File: src/rtl/nmea_utc_parser.sv
`default_nettype none
// ============================================================================
// Module      : nmea_utc_parser
// Description : Parses the NMEA UTC field "hhmmss[.f..f]," that follows a
//               matched sentence header into binary hours, minutes, seconds
//               and fraction. The field is range-checked. Malformed fields
//               raise a one-cycle parse_error strobe. A good field raises a
//               one-cycle time_valid strobe.
// Ports       : clk, rst_n       - clock, synchronous active-low reset
//               pattern_found    - header-match level; its rising edge arms
//               din, din_valid   - ASCII byte stream and qualifier
//               busy             - armed and parsing
//               hours/minutes/seconds/frac - last good time value
//               time_valid       - strobe: outputs updated this cycle
//               parse_error      - strobe: field rejected
// Revision    : 1.0 - initial release
// ============================================================================
module nmea_utc_parser #(
  parameter int FRAC_DIGITS = 2
) (
  input  logic       clk,
  input  logic       rst_n,
  input  logic       pattern_found,
  input  logic [7:0] din,
  input  logic       din_valid,
  output logic       busy,
  output logic [4:0] hours,
  output logic [5:0] minutes,
  output logic [5:0] seconds,
  output logic [9:0] frac,
  output logic       time_valid,
  output logic       parse_error
);

  typedef enum logic [2:0] {
    S_IDLE   = 3'd0,
    S_DIGITS = 3'd1,
    S_DOT    = 3'd2,
    S_FRAC   = 3'd3,
    S_COMMA  = 3'd4
  } state_t;

  // Index of the last fractional digit. It is unused when FRAC_DIGITS is 0.
  localparam logic [2:0] c_frac_last = (FRAC_DIGITS > 0) ? 3'(FRAC_DIGITS - 1) : 3'd0;
  localparam state_t     c_after_ss  = (FRAC_DIGITS > 0) ? S_DOT : S_COMMA;

  state_t     r_state;
  logic       r_pf_q;
  logic [2:0] r_idx;
  logic [3:0] r_nib [6];   // h1 h0 m1 m0 s1 s0
  logic [9:0] r_frac_acc;

  logic       w_arm;
  logic       w_is_digit;
  logic [3:0] w_digit;
  logic [6:0] w_hh;
  logic [6:0] w_mm;
  logic [6:0] w_ss;
  logic       w_time_ok;
  logic [9:0] w_frac_next;

  assign w_arm      = pattern_found & ~r_pf_q;
  assign w_is_digit = (din >= 8'h30) && (din <= 8'h39);
  assign w_digit    = din[3:0];   // ASCII '0'..'9' are 0x30..0x39

  // tens*10 + units as (tens<<3) + (tens<<1) + units
  assign w_hh = {r_nib[0], 3'b000} + {2'b00, r_nib[0], 1'b0} + {3'b000, r_nib[1]};
  assign w_mm = {r_nib[2], 3'b000} + {2'b00, r_nib[2], 1'b0} + {3'b000, r_nib[3]};
  assign w_ss = {r_nib[4], 3'b000} + {2'b00, r_nib[4], 1'b0} + {3'b000, r_nib[5]};

  // Seconds up to 60 so a leap second is accepted.
  assign w_time_ok = (w_hh <= 7'd23) && (w_mm <= 7'd59) && (w_ss <= 7'd60);

  // Ten bits are enough for three decimal digits (max 999).
  assign w_frac_next = (r_frac_acc << 3) + (r_frac_acc << 1) + {6'b000000, w_digit};

  assign busy = (r_state != S_IDLE);

  always_ff @(posedge clk) begin
    if (!rst_n) begin
      r_state     <= S_IDLE;
      r_pf_q      <= 1'b0;
      r_idx       <= 3'd0;
      r_frac_acc  <= 10'd0;
      for (int i = 0; i < 6; i++) r_nib[i] <= 4'd0;
      hours       <= 5'd0;
      minutes     <= 6'd0;
      seconds     <= 6'd0;
      frac        <= 10'd0;
      time_valid  <= 1'b0;
      parse_error <= 1'b0;
    end else begin
      r_pf_q      <= pattern_found;
      time_valid  <= 1'b0;
      parse_error <= 1'b0;
      if (w_arm) begin
        // Arming takes priority over any byte sampled in the same cycle and
        // silently restarts a parse already in progress.
        r_state    <= S_DIGITS;
        r_idx      <= 3'd0;
        r_frac_acc <= 10'd0;
        for (int i = 0; i < 6; i++) r_nib[i] <= 4'd0;
      end else if (din_valid) begin
        case (r_state)
          S_IDLE: ;
          S_DIGITS: begin
            if (w_is_digit) begin
              r_nib[r_idx] <= w_digit;
              if (r_idx == 3'd5) begin
                r_idx   <= 3'd0;
                r_state <= c_after_ss;
              end else begin
                r_idx <= r_idx + 3'd1;
              end
            end else begin
              parse_error <= 1'b1;
              r_state     <= S_IDLE;
            end
          end
          S_DOT: begin
            if (din == 8'h2E) begin
              r_state    <= S_FRAC;
              r_idx      <= 3'd0;
              r_frac_acc <= 10'd0;
            end else begin
              parse_error <= 1'b1;
              r_state     <= S_IDLE;
            end
          end
          S_FRAC: begin
            if (w_is_digit) begin
              r_frac_acc <= w_frac_next;
              if (r_idx == c_frac_last) begin
                r_state <= S_COMMA;
              end else begin
                r_idx <= r_idx + 3'd1;
              end
            end else begin
              parse_error <= 1'b1;
              r_state     <= S_IDLE;
            end
          end
          S_COMMA: begin
            if ((din == 8'h2C) && w_time_ok) begin
              hours      <= w_hh[4:0];
              minutes    <= w_mm[5:0];
              seconds    <= w_ss[5:0];
              frac       <= r_frac_acc;
              time_valid <= 1'b1;
            end else begin
              parse_error <= 1'b1;
            end
            r_state <= S_IDLE;
          end
          default: r_state <= S_IDLE;
        endcase
      end
    end
  end

endmodule
`default_nettype wire

File: config.mk
export PLATFORM = sky130hd
export DESIGN_NAME = nmea_utc_parser
export DESIGN_NICKNAME = d
export VERILOG_FILES = /design/src/rtl/nmea_utc_parser.sv
export SDC_FILE = /design/constraint.sdc
export NUM_CORES = 1
export LEC_CHECK = 0
export BUFFER_PORTS_ARGS = -buffer_cell sky130_fd_sc_hd__buf_2
export CORE_ASPECT_RATIO = 0.9
export CORE_MARGIN = 4
export CORE_UTILIZATION = 50
export DETAILED_ROUTE_END_ITERATION = 8
export PLACE_DENSITY = 0.66
export SETUP_SLACK_MARGIN = 0.1
export SLEW_MARGIN = 20
export SYNTH_ARGS = -nofsm -noshare
export SYNTH_HDL_FRONTEND = slang
export SYNTH_SLANG_ARGS = --single-unit
export TNS_END_PERCENT = 10
File: constraint.sdc
create_clock -name clk -period 8.3 [get_ports clk]
set_input_delay 1.245 -clock clk [delete_from_list [all_inputs] [get_ports clk]]
set_output_delay 1.245 -clock clk [all_outputs]
set_load 0.02 [all_outputs]
==> metrics.md <==
| Metric | Value |
|---|---|
| Met2 WL | `3603 um` |
| Largest cells by area after synthesis | `dfxtp_1, edfxtp_1, ha_1, mux2i_1, nand2_1` |
| RSZ-0062 raised after global routing | `no` |
| GP Congestion | `just under 0.9` |
| CTS clk-pin slew, worst paths | `around 0.08 ns` |
| Core area | `8068 um2` |
| Tcrit/Tclk final | `40.50%` |
| Highest metal used | `met4` |
| Hold Crit Depth | `2` |
| Register area share after synthesis | `39.46%` |
| ANT nets after route | `0` |
| Leakage | `2.020 nW` |
| Final worst path period need | `3.362 ns` |
| Row cnt | `31` |
| Synthesis-to-layout area growth | `10.08%` |
| Yosys top cell area share | `22.14%` |
| Routed vias | `2,978` |
| Slew @ Worst Pin | `just over 0.9 ns` |
| Power density over cell area | `162.8 nW/um2` |
| Max cap viols | `0` |
| CTS max path bufs | `2` |
| Initial Util | `51.57%` |
| IO Pins | `between 40 and 50` |
| Number of global-route vias before repair | `2,857` |
| Post-CTS Setup Bufs | `0` |
| DIE HEIGHT | `94.54 um` |
| Global-route wire length before repair | `14,220 um` |
| Hold Slack | `between 0.4 and 0.5 ns` |
| Largest net degree at the start of global routing | `58` |
| WL met3 | `390 um` |
| Dominant cell type by area after synthesis | `dfxtp_1` |
| Dpl hpwl | `6315 um` |
| Startpoint Class | `flop` |
| Worst setup EP type | `flop` |
| CTS Hold Bufs | `0` |
| Average wire per standard cell | `14.87 um` |
| Synthesized flop and latch total | `70` |
| Async SR Flop Fraction | `0%` |
| Final setup TNS | `0 ns` |
| Antenna violations before repair | `0` |
| Fin Clk Skew | `0.01350 ns` |
| Path depth of the worst reg2reg path | `9` |
| Synth Instances | `417` |
| CTS tree | `yes` |
| # resized after CTS | `0` |
| Port Buffer Count | `a little over 40` |
| Crit path DAT | `3.60 ns` |
| HP Class | `reg -> reg` |
| GRT overflow | `0` |
| Residual DRC count | `0` |
| TritonCTS Buffers | `9` |
| Clk Latency, worst-skew pair | `0.35 ns` |
| Pins Over Slew Limit | `0` |
| Most used DFF post-synth | `dfxtp_1` |
| Rel. slew slack | `38.77%` |
| WL final | `8281 um` |
| Ant. Diodes | `0` |
| Die span in x | `104.2 um` |
| DIE AREA | `9846 um2` |
| Cell variety after synth | `56` |
| Status | `finished, final reports clean` |
| Layout cells sized above 1 | `about 17%` |
| Crit path max fanout | `27` |
| Setup Crit Path Kind | `reg -> reg` |
| Hold Vio Cnt, Final | `0` |
| CP required | `8.54 ns` |
| Layout Nets | `510` |
| Warnings, synthesis | `0` |
| CTS H-Tree Depth | `3` |
| CTS sink cnt | `70` |
| DRT met1 WL | `4192 um` |
| Syn Area/Cell | `9.977 um2` |
| Post-synth EDFFs | `24` |
| GR Util All Layers | `18.06%` |
| Drt pass-1 iters | `6` |
| Synthesized Nets | `roughly 470` |
| Detailed Route Iter0 Violations | `191` |
| Highest clock rate | `297.5 MHz` |
| IR drop worst, VDD | `about 72 uV` |
| Setup violations, final | `0` |
| CTS Root Cell | `clkbuf_8` |
| Synthesized area | `4160 um2` |
| Vias/cell | `around 5.3` |
[placed cells by master (no fill, tap or decap), types with 3 or more instances in the layout]
| cell type | count |
|---|---|
| nand4_1 | 3 |
| ha_1 | 37 |
| mux2i_1 | 25 |
| xnor2_1 | 11 |
| a21o_1 | 7 |
| nand3_1 | 10 |
| fa_1 | 8 |
| nand2_1 | 62 |
| a21oi_1 | 17 |
| inv_1 | 20 |
| o21ai_0 | 7 |
| or3_1 | 4 |
| and2_1 | 21 |
| clkbuf_8 | 9 |
| and3_1 | 6 |
| o31ai_1 | 4 |
| buf_2 | 41 |
| a22oi_1 | 7 |
| edfxtp_1 | 24 |
| nor2_1 | 27 |
| nand2b_1 | 10 |
| xor2_1 | 6 |
| dfxtp_1 | 46 |
[registers in the layout (all words and copies together), names as in the netlist]
name         cells
r_state          3
r_pf_q           1
hours            5
parse_error      1
r_nib           24
frac            10
r_idx            3
time_valid       1
minutes          6
seconds          6
r_frac_acc      10
[critical path, stage by stage (launching register included)]
cell and delay, ns:
edfxtp_1 0.44, fa_1 0.53, fa_1 0.47, a21o_1 0.20
a21oi_2 0.14, xnor2_1 0.11, a2111o_1 0.44, nor3_4 0.13
buf_4 0.41, mux2_2 0.38
[area by class of cell]
class	instances	area, um2
clock buffer	11	173.9
clock inverter	5	60.06
fill	724	3488
inverter	20	75.07
multi-input combinational	310	2292
sequential	70	1642
tap	99	123.9
timing repair buffer	42	212.7
[per-layer routing]
metal	global-route usage, %	vias to the layer above
met5	0	-
met3	4.580	9
met1	25.92	1378
met2	27.38	70
li1	-	1521
met4	4.430	0
[cell families (layout without fill, tap and decap cells)]
| logic type | after synthesis | in the layout | synth area share [%] |
|---|---|---|---|
| adder cells (fa/ha/maj) | 45 | 45 | 14.98 |
| multiplexers | 27 | 27 | 6.556 |
| XOR/XNOR | 17 | 17 | 3.579 |
| AO/OA/AOI/OAI | 54 | 54 | 8.541 |
| flip-flops | 70 | 70 | 39.46 |
| AND/OR/NAND/NOR | 167 | 167 | 21.29 |
| buffers and inverters | 37 | 78 | 5.594 |
[cell usage after synthesis (3+ instances only)]
| library cell | count |
|---|---|
| nand2_1 | 62 |
| dfxtp_1 | 46 |
| ha_1 | 37 |
| nor2_1 | 27 |
| mux2i_1 | 25 |
| edfxtp_1 | 24 |
| and2_1 | 21 |
| inv_1 | 20 |
| a21oi_1 | 17 |
| xnor2_1 | 11 |
| nand2b_1 | 10 |
| nand3_1 | 10 |
| fa_1 | 8 |
| a21o_1 | 7 |
| a22oi_1 | 7 |
| o21ai_0 | 7 |
| and3_1 | 6 |
| clkbuf_1 | 6 |
| xor2_1 | 6 |
| o31ai_1 | 4 |
| or3_1 | 4 |
| buf_6 | 3 |
| dlygate4sd3_1 | 3 |
| nand4_1 | 3 |
[metrics by stage]
step                instance area (um2)  utilization (%)  worst slack, ns  instances  total power, mW
global placement                   4345            53.86            4.670        541           0.4415
finish                             4579            56.76            4.938        557           0.7455
detailed placement                 4345            53.86            4.625        541           0.4429
global route                       4579            56.76            4.748        557           0.7819
floorplan                          4160                -            4.975        417           0.4245
CTS                                4579            56.76            4.920        557           0.7529
[worst paths after layout]
kind | startpoint | end | slack (ns)
worst max-delay path | r_nib[4][0] | seconds[4] | 4.94
worst min-delay path | seconds[0] | seconds[0] | 0.45
worst max register to register | r_nib[4][0] | seconds[4] | 4.94
worst min register to register | seconds[0] | seconds[0] | 0.45
[where the power goes]
group          switching (mW)  internal (mW)
sequential            0.00572          0.361
combinational          0.0429         0.0258
clock                   0.134          0.176
No activity file was read; power rests on OpenSTA's default activity.
